--- src/rtl/sys_array_pkg.sv ---
// Shared types and the width-generic saturating adder used by the systolic PE.
package sys_array_pkg;

  typedef enum logic {
    ST_RUN   = 1'b0,
    ST_DRAIN = 1'b1
  } state_e;

  localparam logic MODE_WS = 1'b0;
  localparam logic MODE_OS = 1'b1;

  // Widest accumulator the adder supports; callers sign-extend into this width.
  localparam int SAT_MAXW = 64;
  localparam logic signed [SAT_MAXW:0] SAT_ONE = (SAT_MAXW + 1)'(1);

  // Returns {sum, ovf}; truncating the result to width+1 bits leaves {sum[width-1:0], ovf}.
  function automatic logic [SAT_MAXW:0] sat_add(
    input logic signed [SAT_MAXW-1:0] a,
    input logic signed [SAT_MAXW-1:0] b,
    input int                         width,
    input logic                       saturate
  );
    logic signed [SAT_MAXW:0] s;
    logic signed [SAT_MAXW:0] hi;
    logic signed [SAT_MAXW:0] lo;
    logic signed [SAT_MAXW:0] wrapped;
    logic signed [SAT_MAXW:0] res;
    logic                     ovf;
    s       = {a[SAT_MAXW-1], a} + {b[SAT_MAXW-1], b};
    hi      = (SAT_ONE <<< (width - 1)) - SAT_ONE;
    lo      = -(SAT_ONE <<< (width - 1));
    wrapped = (s <<< (SAT_MAXW + 1 - width)) >>> (SAT_MAXW + 1 - width);
    ovf     = (s > hi) || (s < lo);
    if (!ovf) begin
      res = s;
    end else if (saturate) begin
      res = (s > hi) ? hi : lo;
    end else begin
      res = wrapped;
    end
    return {SAT_MAXW'(res), ovf};
  endfunction

endpackage

--- src/rtl/sys_array_pe_mul.sv ---
// Signed multiplier with an optional output register; the valid bit travels with the product.
module sys_array_pe_mul #(
  parameter int DATA_WIDTH = 8,
  parameter int MUL_PIPE   = 0
) (
  input  logic                           clk,
  input  logic                           reset_n,
  input  logic signed [DATA_WIDTH-1:0]   a_i,
  input  logic signed [DATA_WIDTH-1:0]   b_i,
  input  logic                           valid_i,
  output logic signed [2*DATA_WIDTH-1:0] prod_o,
  output logic                           valid_o
);

  logic signed [2*DATA_WIDTH-1:0] prod_d;
  logic signed [2*DATA_WIDTH-1:0] prod_q;
  logic                           valid_q;

  assign prod_d = a_i * b_i;

  // With MUL_PIPE=0 the register below has no loads and is trimmed away.
  always_ff @(posedge clk) begin
    if (!reset_n) begin
      prod_q  <= '0;
      valid_q <= 1'b0;
    end else begin
      prod_q  <= prod_d;
      valid_q <= valid_i;
    end
  end

  assign prod_o  = (MUL_PIPE != 0) ? prod_q : prod_d;
  assign valid_o = (MUL_PIPE != 0) ? valid_q : valid_i;

endmodule

--- src/rtl/sys_array_pe.sv ---
// Systolic PE: weight-stationary psum chain or output-stationary accumulate with counted drain.
module sys_array_pe
  import sys_array_pkg::*;
#(
  parameter int DATA_WIDTH = 8,
  parameter int ACC_WIDTH  = 20,
  parameter int MUL_PIPE   = 0,
  parameter int SATURATE   = 1,
  parameter int ROW_IDX    = 0
) (
  input  logic                  clk,
  input  logic                  reset_n,
  input  logic                  mode,
  input  logic                  param_load,
  input  logic [DATA_WIDTH-1:0] param_in,
  output logic [DATA_WIDTH-1:0] param_out,
  input  logic                  in_valid,
  input  logic [DATA_WIDTH-1:0] in_data,
  output logic                  fwd_valid,
  output logic [DATA_WIDTH-1:0] fwd_data,
  input  logic [ACC_WIDTH-1:0]  psum_in,
  input  logic                  psum_in_valid,
  output logic [ACC_WIDTH-1:0]  psum_out,
  output logic                  psum_out_valid,
  input  logic                  drain,
  output logic                  busy,
  output logic                  overflow
);

  localparam int CNT_W  = (ROW_IDX > 0) ? $clog2(ROW_IDX + 1) : 1;
  localparam int PROD_W = 2 * DATA_WIDTH;
  localparam int RES_W  = ACC_WIDTH + 1;

  state_e                       state_q, state_d;
  logic [CNT_W-1:0]             cnt_q, cnt_d;
  logic signed [DATA_WIDTH-1:0] par_q, par_d;
  logic signed [ACC_WIDTH-1:0]  acc_q, acc_d;
  logic [ACC_WIDTH-1:0]         psum_out_q, psum_out_d;
  logic                         psum_out_valid_q, psum_out_valid_d;
  logic                         overflow_q, overflow_d;
  logic [DATA_WIDTH-1:0]        param_out_q;
  logic [DATA_WIDTH-1:0]        fwd_data_q;
  logic                         fwd_valid_q;

  logic                         is_ws;
  logic                         mul_valid_in;
  logic signed [DATA_WIDTH-1:0] mul_op;
  logic signed [PROD_W-1:0]     prod;
  logic                         prod_valid;
  logic signed [ACC_WIDTH-1:0]  prod_ext;
  logic signed [ACC_WIDTH-1:0]  ws_base;
  logic [RES_W-1:0]             ws_res;   // {sum, ovf}
  logic [RES_W-1:0]             acc_res;  // {sum, ovf}

  assign is_ws        = (mode == MODE_WS);
  assign mul_op       = is_ws ? par_q : $signed(param_in);
  assign mul_valid_in = in_valid && !(is_ws && param_load);

  sys_array_pe_mul #(
    .DATA_WIDTH(DATA_WIDTH),
    .MUL_PIPE  (MUL_PIPE)
  ) u_mul (
    .clk    (clk),
    .reset_n(reset_n),
    .a_i    (in_data),
    .b_i    (mul_op),
    .valid_i(mul_valid_in),
    .prod_o (prod),
    .valid_o(prod_valid)
  );

  assign prod_ext = ACC_WIDTH'(prod);
  assign ws_base  = psum_in_valid ? $signed(psum_in) : '0;
  assign ws_res   = RES_W'(sat_add(SAT_MAXW'(ws_base), SAT_MAXW'(prod_ext), ACC_WIDTH, SATURATE != 0));
  assign acc_res  = RES_W'(sat_add(SAT_MAXW'(acc_q), SAT_MAXW'(prod_ext), ACC_WIDTH, SATURATE != 0));

  always_comb begin
    state_d          = state_q;
    cnt_d            = cnt_q;
    par_d            = par_q;
    acc_d            = acc_q;
    psum_out_d       = psum_out_q;
    psum_out_valid_d = 1'b0;
    overflow_d       = overflow_q;
    if (state_q == ST_DRAIN) begin
      // Compute keeps running into the freshly cleared accumulator while upstream words pass.
      if (prod_valid) begin
        acc_d      = acc_res[RES_W-1:1];
        overflow_d = overflow_q | acc_res[0];
      end
      if (psum_in_valid) begin
        psum_out_d       = psum_in;
        psum_out_valid_d = 1'b1;
        cnt_d            = cnt_q - CNT_W'(1);
        if (cnt_q == CNT_W'(1)) begin
          state_d = ST_RUN;
        end
      end
    end else if (is_ws) begin
      if (param_load) begin
        par_d = param_in;
      end
      if (!(param_load && MUL_PIPE == 0)) begin
        if (prod_valid) begin
          psum_out_d       = ws_res[RES_W-1:1];
          psum_out_valid_d = 1'b1;
          overflow_d       = overflow_q | ws_res[0];
        end else if (psum_in_valid) begin
          psum_out_d       = psum_in;
          psum_out_valid_d = 1'b1;
        end
      end
    end else begin
      if (drain) begin
        psum_out_d       = prod_valid ? acc_res[RES_W-1:1] : acc_q;
        psum_out_valid_d = 1'b1;
        acc_d            = '0;
        overflow_d       = 1'b0;
        cnt_d            = CNT_W'(ROW_IDX);
        state_d          = (ROW_IDX > 0) ? ST_DRAIN : ST_RUN;
      end else if (prod_valid) begin
        acc_d      = acc_res[RES_W-1:1];
        overflow_d = overflow_q | acc_res[0];
      end
    end
  end

  always_ff @(posedge clk) begin
    if (!reset_n) begin
      state_q          <= ST_RUN;
      cnt_q            <= '0;
      par_q            <= '0;
      acc_q            <= '0;
      psum_out_q       <= '0;
      psum_out_valid_q <= 1'b0;
      overflow_q       <= 1'b0;
      param_out_q      <= '0;
      fwd_data_q       <= '0;
      fwd_valid_q      <= 1'b0;
    end else begin
      state_q          <= state_d;
      cnt_q            <= cnt_d;
      par_q            <= par_d;
      acc_q            <= acc_d;
      psum_out_q       <= psum_out_d;
      psum_out_valid_q <= psum_out_valid_d;
      overflow_q       <= overflow_d;
      param_out_q      <= param_in;
      fwd_data_q       <= in_data;
      fwd_valid_q      <= in_valid;
    end
  end

  assign param_out      = param_out_q;
  assign fwd_data       = fwd_data_q;
  assign fwd_valid      = fwd_valid_q;
  assign psum_out       = psum_out_q;
  assign psum_out_valid = psum_out_valid_q;
  assign busy           = (state_q == ST_DRAIN);
  assign overflow       = overflow_q;

endmodule
--- config.mk ---
export PLATFORM = sky130hd
export DESIGN_NAME = sys_array_pe
export DESIGN_NICKNAME = d
export VERILOG_FILES = /design/src/rtl/sys_array_pkg.sv /design/src/rtl/sys_array_pe_mul.sv /design/src/rtl/sys_array_pe.sv
export SDC_FILE = /design/constraint.sdc
export NUM_CORES = 1
export LEC_CHECK = 0
export ABC_AREA = 1
export CAP_MARGIN = 25
export CORE_UTILIZATION = 61
export DETAILED_ROUTE_END_ITERATION = 8
export PLACE_DENSITY = 0.89
export SYNTH_ARGS = -nofsm -noshare
export SYNTH_HDL_FRONTEND = slang
export SYNTH_SLANG_ARGS = --single-unit
export TNS_END_PERCENT = 1
--- constraint.sdc ---
create_clock -name clk -period 23.2 [get_ports clk]
set_input_delay 6.96 -clock clk [delete_from_list [all_inputs] [get_ports clk]]
set_output_delay 6.96 -clock clk [all_outputs]
set_load 0.03 [all_outputs]
== After elaboration in Yosys (flattened, before gate mapping) ==
Index checks and enable logic that the tools add are counted.
Operators by class
  magnitude comparators: 4
  bitwise operators: 4
  mux-type cells: 34
  reduce and logical (&&, ||, !) cells: 13
  $add $sub $neg: 3
  $mul: 1
  equal/unequal tests: 3
Operator list (number)
  20-bit 2-to-1 mux: 15
  20-bit by 16-bit adder with 21-bit output: 2
  21-bit by 20-bit > comparator with 1-bit output (second input constant): 2
  21-bit by 20-bit < comparator with 1-bit output (second input constant): 2
  1-bit 2-to-1 mux: 18
  8-bit by 8-bit multiplier with 16-bit output: 1
  8-bit 2-to-1 mux: 1
  2-bit AND reduction: 3
  3-bit AND reduction: 2
  2-bit nonzero test: 2
  3-bit by 1-bit != test with 1-bit output (second input constant): 1
  3-bit by 2-bit != test with 1-bit output (second input constant): 1
  3-bit nonzero test: 1
  1-bit logical AND: 2
  1-bit logical OR: 2
  2-bit != test (second input constant): 1
  1-bit NOT: 2
  1-bit bitwise OR: 2
  1-bit logical NOT: 1
  1-bit subtractor (second input constant): 1
Storage, ports and cells
  word-level logic and storage cells: 72
  output and inout port bits: 40
  input port bits: 43
  register bits after elaboration: 69

== Depth between registers and ports, before layout ==
Gate-level depths: netlist of the first run.
  word-level depth: 10
  mapped depth: 43
  gate-level depth less buffers: 42

== By module ==
Synthesis of the first run repeated with hierarchy kept, for this count alone.
Unflattened totals
  cells, all modules: 1435
  area total of the unflattened synthesis: 9092.5 µm²
Modules (own cells, without submodules)
  sys_array_pe: instances 1, cells an instance 1035, area each 6329.8 µm², seq. area each 1381.3 µm²
  sys_array_pe_mul: instances 1, cells an instance 400, area each 2762.6 µm², seq. area each 0.0 µm²

== Least setup slack after synthesis of the first run ==
No wires, ideal clock.
  path type: input to register
  start point: in mode
  end point: reg psum_out_q[1] (netlist: psum_out[1])
  buffers on the path: 2
  stages: 32
  setup slack: 10.066 ns
  data arrival time: 13.006 ns
  data required time: 23.072 ns
  library setup time: 0.128 ns
  path through: clkbuf_1 -> o21ai_0 -> nor2_1 -> fa_1 -> inv_2 -> fa_1 -> inv_1 -> fa_1 -> inv_1 -> fa_1 -> inv_1 -> ha_1 -> nand2_1 -> nor2_2 -> nand3_1 -> nand3_2 -> inv_1 -> nand3_4 -> nand2_4 -> ha_1 -> nand2_1 -> nor4_2 -> nand4_1 -> nand3_2 -> xor2_2 -> a21oi_2 -> buf_4 -> o21ai_2 -> nand2_1 -> nand2_1 -> a31oi_1 -> nor2_1
Between the ends
  longest elaborated chain between the ends: 10
  elaborated cells between the ends (all ways): 27
  those cells by class: add/sub (2); mul (1); order compare (4); eq/ne (2); mux (11); bitwise (1); reduce/logical (6)
RTL lines
  start: declaration: line sys_array_pe.sv:13  | input logic mode,
  8-bit 2-to-1 mux: line sys_array_pe.sv:56  | assign mul_op = is_ws ? par_q : $signed(param_in);
  8-bit by 8-bit multiplier with 16-bit output: line sys_array_pe_mul.sv:19  | assign prod_d = a_i * b_i;
  20-bit by 16-bit adder with 21-bit output: line sys_array_pkg.sv:29  | s = {a[SAT_MAXW-1], a} + {b[SAT_MAXW-1], b};
  21-bit by 20-bit > comparator with 1-bit output or 21-bit by 20-bit < comparator with 1-bit output (tied branches): line sys_array_pkg.sv:33, sys_array_pkg.sv:37
  20-bit 2-to-1 mux or 1-bit logical OR (tied branches): line sys_array_pkg.sv:37, sys_array_pkg.sv:33
  20-bit 2-to-1 mux: line sys_array_pkg.sv:34  | if (!ovf) begin
  20-bit 2-to-1 mux (on tied branches)
  20-bit 2-to-1 mux (on tied branches): line sys_array_pe.sv:103, sys_array_pe.sv:114
  20-bit 2-to-1 mux: line sys_array_pe.sv:99  | end else if (is_ws) begin
  20-bit 2-to-1 mux: line sys_array_pe.sv:85  | if (state_q == ST_DRAIN) begin
  end signal: assignment: line sys_array_pe.sv:145  | psum_out_q <= psum_out_d;
  end: declaration: line sys_array_pe.sv:38  | logic [ACC_WIDTH-1:0] psum_out_q, psum_out_d;
Parallel ways exist; a longest one is shown, timed or not. The select of a mux whose other input is x is not followed.
A chain may end at the register's enable or synchronous reset.

== Final worst setup path of the first run ==
  start point: in mode
  end point: reg psum_out_q[18] (netlist: psum_out[18])
Same word-level chain as after synthesis.

==> impl_metrics.toml, run 1 <==
[outcome]
status = "finished, final reports clean"

[clock_tree]
clk_latency_ps = 360
cts_setup_buffers = 0
holdBufCountCts = 0
clock-root-buffer = "clkbuf_16"
cts_num_sinks = 69
numCtsBuffers = 9
clk_path_buf_depth = 2
cts.repair.resized = 0
htreeDepth = 3
cts_tree = "done"
clkTransAtPathRegs_ps = 60

[setup_path]
crit_cells = 42
crit_family = "simple AND/OR/NAND/NOR gates"
startpoint_type = "primary input"
slowest_delay_ps = 680
worstPathBufferInverterCount = 10
critical_path_class = "in -> reg"
cp_common_cell = "nand2_1"
r2r_cells = 38
cp-end-kind = "flip-flop"
cp.arrival_ps = 15750
path_max_fanout = 33
cp_slowest_cell = "fa_1"
required_ps = 23490

[finish]
num_antenna_cells = 0
final_layout_size_suffix_gt1_frac = 0.0762
layout.nets = 1556
seqCellArea_sq_mm = 0.00138
area_delta_synth_final_pct = 14.8
nFillCells = 1181
multi_input_area_sq_mm = 0.00620

[timing]
slew_headroom = 0.334
slew_viol_final = 0
rsz0062_at_grt = "false"
setup_viol = 0
post-route-min-period_ps = 15460
fin_crit_sh = 0.666
finalSetupTns_ps = 0
clock_skew_ps = 12.7
hold_viol = 0
max_slew.worst_pin.slew_ps = 998
max_freq_mhz = 64.7

[placement]
io_buffers = 82
dp_hpwl_um = 18200
place.gp.congestion = 1.01

[synth]
async_flop_share = 0
synth.distinct_cells = 44
synth_area_sq_mm = 0.00866
synth_fp_nets = 1487
synth_area_per_cell_sq_um = 6.57
ys_ff_latch = 69
synth_enable_flop_cells = 0
synth_ff_type = "dfxtp_1"
yosys_warnings = 0
synth_cells = 1318
synth_seq_area_share = 0.160

[die]
die_x_um = 121
row_count = 43
core_area_sq_mm = 0.0139
die_h_um = 121
start_util = 0.624
io_pins = 83
die-area_sq_mm = 0.0147

[hold_path]
holdCritPathClass = "reg -> reg"
hold_depth = 1

[route]
vias = 8688
via_per_inst = 5.53
first_pass_iters = 8
drt_wl_total_um = 23100
antenna_left = 0
wl_per_cell_um = 14.7
drt_iter0_drc = 886
drc_errors = 0

[global_routing]
antenna_found_initial = 0
overflow = 0
grt_first_pass_wirelength_um = 38400
grtUsageTotal = 0.334
grt_max_degree = 44
first_global_vias = 8085

[run]
maxCapViolCount = 0
Yosys cell counts (4+ instances only):
cell,instances,area (sq um)
a21o_1,4,30.0
a21oi_1,98,490
a21oi_2,13,114
a31oi_1,5,31.3
buf_4,4,30.0
clkbuf_1,23,86.3
dfxtp_1,69,1380
fa_1,57,1140
ha_1,69,863
inv_1,240,901
mux2i_1,5,50.1
nand2_1,328,1230
nand2_2,13,81.3
nand2_4,4,45.0
nand3_1,51,255
nand3_2,8,80.1
nand4_1,7,43.8
nor2_1,105,394
o21ai_0,75,375
o21ai_1,23,115
o21ai_2,5,43.8
o21bai_1,4,30.0
or2_2,26,163
xnor2_1,22,193
xor2_1,26,228
routing by layer:
metal | GRT usage | wire, um
met1 | 0.440 | 10000
met2 | 0.536 | 10500
met3 | 0.0597 | 1800
met4 | 0.140 | 737
met5 | 0 | 0
kinds of logic after synthesis:
group,Yosys count,share of synthesized area
AOI/OAI and AO/OA,236,0.150
xor gates and xnor gates,49,0.0504
adders and majority gates,126,0.232
buffers and inverters,279,0.125
DFF,69,0.160
and+or+nand+nor,554,0.278
muxes,5,0.00578
registers in the layout, summed over array words and instances (netlist names):
signal	cells
psum_out_valid	1
overflow	1
busy	1
psum_out	20
par_q	8
acc_q	20
param_out	8
fwd_data	8
cnt_q	1
fwd_valid	1
worst reg2reg max path, delay by kind of cell (launching register included):
family,cells,cell delay [ps]
and+or+nand+nor,21,2660
buffers and inverters,7,450
adders and majority gates,6,3050
DFF,1,310
AOI/OAI and AO/OA,4,1110
area by class of cell:
cell class | instances | area share
Tap cell | 180 | 0.0227
Multi-Input combinational cell | 970 | 0.624
Sequential cell | 69 | 0.139
Timing Repair Buffer | 90 | 0.0907
Clock inverter | 5 | 0.00617
Clock buffer | 10 | 0.0240
Inverter | 247 | 0.0938
stage by stage:
stage	util	instances	worst slack (ps)	hold slack, ps	instance area [sq um]
floorplan	-	1318	10070	431	8660
global placement	0.692	1555	7780	466	9610
detailed placement	0.692	1555	7580	468	9610
CTS	0.714	1570	7890	478	9910
global route	0.716	1571	7190	508	9940
finish	0.716	1571	7740	478	9940
final timing paths:
kind                 start            to  slack [ps]
setup reg to reg  par_q[3]  psum_out[18]       15550
hold / removal       cnt_q          busy         480
hold reg to reg      cnt_q          busy         480
setup / recovery      mode  psum_out[18]        7740
layout by cell type (no fill, tap or decap), types with 2 or more instances in the layout:
cell               n
a21o_1             4
ha_1              69
clkinvlp_4         3
a21boi_0           2
nand3_1           51
nor3_1             3
a21oi_2           13
buf_4              7
nand2_1          328
nand3_2            8
xor2_1            26
clkbuf_16          9
or2_2             26
o211ai_1           3
nor2_1           104
clkinv_1           2
clkdlybuf4s50_1   82
o21bai_1           4
inv_1            240
nand3b_1           2
nor2_2             4
a211oi_1           2
fa_1              57
dfxtp_1           69
mux2i_1            5
nand2_4            4
a21oi_1           98
o21ai_1           23
inv_4              2
a31oi_1            5
inv_2              3
nand4_1            7
nand2_2           13
xnor2_1           22
o21ai_2            5
o21ai_0           75
Power of run 1 is not shown: default switching activity piles up to over one toggle a cycle in this logic, so the estimate is an artifact.
==> run 2, diff against run 1 <==
- CORE_UTILIZATION: 61 -> 60
- PLACE_DENSITY: 0.89 -> 0.88
- clock period: 23.2 -> 15.6 ns (I/O delays scaled with it)
==> run 2 against run 1 <==
Compared with the run above: worst hold slack improved by 7.5 ps; setup slack got worse by 5400 ps; global-route usage decreased by 0.44 points; sequential cell count unchanged; routed wire length increased by 1.0%; final cell count about the same; first-iteration DRC count increased by 17%; clock skew decreased by 1.2 ps; final area decreased by 0.57%; register-to-register slack got worse by 7700 ps; largest cell class unchanged.
==> impl_metrics.toml, run 2 (same netlist as run 1, synthesis figures left out) <==
[timing]
rsz0062_at_grt = "false"
max_freq_mhz = 75.6
fin_crit_sh = 0.848
post-route-min-period_ps = 13220
setup_viol = 0
slew_headroom = 0.300
finalSetupTns_ps = 0
slew_viol_final = 0
hold_viol = 0
clock_skew_ps = 11.5
max_slew.worst_pin.slew_ps = 1050

[hold_path]
hold_depth = 1
holdCritPathClass = "reg -> reg"
holdPathEnd = "busy"
hp-start = "cnt_q"

[setup_path]
slowest_delay_ps = 690
reg2reg_to = "psum_out[18]"
required_ps = 15880
cp_common_cell = "nand2_1"
r2r_cells = 38
r2r_start = "par_q[4]"
cp-end-kind = "flip-flop"
crit_family = "simple AND/OR/NAND/NOR gates"
path_max_fanout = 33
cp_slowest_cell = "fa_1"
r2r_setup_slack_ps = 7900
critical_path_class = "in -> reg"
worstPathBufferInverterCount = 10
startpoint_type = "primary input"
cp.arrival_ps = 13500

[route]
first_pass_iters = 7
drt_iter0_drc = 1038
vias = 8594
drt_wl_total_um = 23300
drc_errors = 0
via_per_inst = 5.47
wl_per_cell_um = 14.9
antenna_left = 0

[finish]
layout.nets = 1554
num_antenna_cells = 0
area_delta_synth_final_pct = 14.1
seqCellArea_sq_mm = 0.00138
multi_input_area_sq_mm = 0.00620
final_common_cell = "nand2_1"
nFillCells = 1198
final_layout_size_suffix_gt1_frac = 0.0748
layout_common_cells = "328 x nand2_1, 240 x inv_1, 104 x nor2_1"

[clock_tree]
holdBufCountCts = 0
cts.repair.resized = 0
cts_setup_buffers = 0
clk_latency_ps = 350
clk_path_buf_depth = 2
numCtsBuffers = 9
cts_tree = "done"
clkTransAtPathRegs_ps = 60
cts_num_sinks = 69
clock-root-buffer = "clkbuf_16"
htreeDepth = 3

[outcome]
status = "finished, final reports clean"

[global_routing]
grtUsageTotal = 0.329
grt_first_pass_wirelength_um = 38300
antenna_found_initial = 0
first_global_vias = 7943
overflow = 0
grt_max_degree = 44

[die]
start_util = 0.619
die_x_um = 122
row_count = 43
io_pins = 83
die-area_sq_mm = 0.0149
core_area_sq_mm = 0.0140
die_h_um = 122

[placement]
place.gp.congestion = 0.993
dp_hpwl_um = 18200
io_buffers = 82

[run]
maxCapViolCount = 0
-- run 2: worst max path at each step --
stage | from | end | cells past startpoint
2_1_floorplan | mode | psum_out[1] | 32
3_3_place_gp | mode | psum_out[18] | 42
3_5_place_dp | mode | psum_out[18] | 42
4_1_cts | mode | psum_out[18] | 42
5_1_grt | mode | psum_out[2] | 42
6_report | mode | psum_out[18] | 42
-- run 2: per-layer routing --
layer  GRT usage  wire, um  vias up
met3      0.0599      1990       53
met5           0         0        -
met4       0.117       671        0
li1            -         -     4264
met1       0.444     10000     3904
met2       0.526     10600      373
-- run 2: cell type report --
| type | instances | area share |
|---|---|---|
| inverter | 247 | 0.0943 |
| multi-input combinational | 970 | 0.627 |
| clock inverter | 4 | 0.00228 |
| clock buffer | 12 | 0.0260 |
| sequential | 69 | 0.140 |
| tap | 180 | 0.0228 |
| timing repair buffer | 88 | 0.0876 |
-- run 2: worst reg2reg max path: cells and delay by family (launching register included) --
| kind | cells | cell delay, ps |
|---|---|---|
| adder cells (fa/ha/maj) | 6 | 3060 |
| AND/OR/NAND/NOR | 21 | 2610 |
| AO/OA/AOI/OAI | 4 | 1160 |
| buffers and inverters | 7 | 460 |
| flip-flops | 1 | 330 |
-- run 2: stage by stage --
step / utilization / instances / hold WS, ps / cell area [sq um] / setup WS (ps)
after global placement: 0.686 / 1554 / 461 / 9600 / 2480
after detailed placement: 0.686 / 1554 / 478 / 9600 / 2240
final: 0.706 / 1570 / 485 / 9880 / 2380
after CTS: 0.706 / 1570 / 486 / 9880 / 2520
after floorplan: - / 1318 / 431 / 8660 / 4750
after global routing: 0.706 / 1570 / 498 / 9880 / 1830
Power of run 2 is left out for the same reason.
==> run 3, diff against run 2 <==
- clock period: 15.6 -> 12.7 ns (I/O delays scaled with it)
==> run 3 against run 2 <==
Compared with the run above: global-route usage is 1.1 points higher; non-clock buffer count is 5 higher; setup slack worse by 1300 ps; sequential share of layout area is 0.13 points lower; worst hold slack worse by 8.6 ps; die area stayed put; largest cell class unchanged.
==> impl_metrics.toml, run 3 (same netlist as run 1, synthesis figures left out) <==
[finish]
layout.nets = 1559
num_antenna_cells = 0
final_layout_size_suffix_gt1_frac = 0.0789
seqCellArea_sq_mm = 0.00138
final_common_cell = "nand2_1"
nFillCells = 1206
area_delta_synth_final_pct = 15.2
multi_input_area_sq_mm = 0.00620
layout_common_cells = "328 x nand2_1, 240 x inv_1, 104 x nor2_1"

[die]
core_area_sq_mm = 0.0140
die_h_um = 122
die_x_um = 122
io_pins = 83
die-area_sq_mm = 0.0149
row_count = 43
start_util = 0.619

[setup_path]
critical_path_class = "in -> reg"
cp_common_cell = "nand2_1"
worstPathBufferInverterCount = 7
r2r_cells = 34
r2r_setup_slack_ps = 5140
startpoint_type = "primary input"
cp.arrival_ps = 11900
cp_slowest_cell = "clkdlybuf4s50_1"
crit_start = "mode"
slowest_delay_ps = 700
r2r_start = "par_q[6]"
path_max_fanout = 20
required_ps = 12980
crit_family = "adder cells"
cp-end-kind = "flip-flop"
reg2reg_to = "psum_out[6]"

[route]
first_pass_iters = 5
wl_per_cell_um = 15.3
drc_errors = 0
vias = 8818
via_per_inst = 5.60
antenna_left = 0
drt_iter0_drc = 780
drt_wl_total_um = 24100

[hold_path]
holdPathEnd = "busy"
hp-start = "cnt_q"
hold_depth = 1
holdCritPathClass = "reg -> reg"

[timing]
setup_viol = 0
clock_skew_ps = 9.27
rsz0062_at_grt = "false"
slew_viol_final = 0
finalSetupTns_ps = 0
hold_viol = 0
slew_headroom = 0.296
max_freq_mhz = 86.0
post-route-min-period_ps = 11620
max_slew.worst_pin.slew_ps = 1050
fin_crit_sh = 0.915

[outcome]
status = "finished, final reports clean"

[global_routing]
grt_max_degree = 44
first_global_vias = 8520
grt_first_pass_wirelength_um = 39900
antenna_found_initial = 0
grtUsageTotal = 0.340
overflow = 0

[clock_tree]
htreeDepth = 3
cts_num_sinks = 69
clkTransAtPathRegs_ps = 60
cts.repair.resized = 0
holdBufCountCts = 0
clk_latency_ps = 350
cts_tree = "done"
clock-root-buffer = "clkbuf_16"
clk_path_buf_depth = 2
numCtsBuffers = 9
cts_setup_buffers = 0

[placement]
io_buffers = 82
dp_hpwl_um = 18600
place.gp.congestion = 1.01

[run]
maxCapViolCount = 0
[run 3: cell types whose count changed in the layout (fill, tap and decap cells not counted)]
cell / delta
buf_4: +5
bufinv_16: +2
clkinv_2: -2
clkbuf_1: -1
inv_6: +1
[run 3: layer usage]
layer | track usage | routed length [um] | vias up
met5 | 0 | 0 | -
met4 | 0.143 | 784 | 0
met3 | 0.0562 | 1890 | 66
met2 | 0.567 | 11000 | 386
met1 | 0.434 | 10300 | 4086
li1 | - | - | 4280
[run 3: worst max path at each step]
stage | endpoint | cells past startpoint | slack (ps)
after detailed placement | psum_out[18] | 40 | 970
after CTS | psum_out[6] | 40 | 1200
after floorplan | psum_out[1] | 32 | 2720
final | psum_out[6] | 38 | 1080
after global placement | psum_out[18] | 40 | 1050
after global routing | psum_out[6] | 41 | 490
[run 3: layout make-up]
cell class              count  share of cell area
clock buffers              11              0.0253
clock inverters             5             0.00815
flip-flops and latches     69               0.139
well taps                 180              0.0226
multi-input cells         970               0.621
inverters                 247              0.0935
repair buffers             93              0.0906
[run 3: through the flow]
| stage | setup slack [ps] | hold WS (ps) | utilization | cell area, sq um | cells |
|---|---|---|---|---|---|
| floorplan | 2720 | 431 | - | 8660 | 1318 |
| global placement | 1050 | 463 | 0.689 | 9640 | 1559 |
| detailed placement | 969 | 468 | 0.689 | 9640 | 1559 |
| CTS | 1200 | 477 | 0.713 | 9970 | 1575 |
| global route | 488 | 487 | 0.713 | 9970 | 1575 |
| finish | 1080 | 476 | 0.713 | 9970 | 1575 |
Power of run 3 is left out for the same reason.
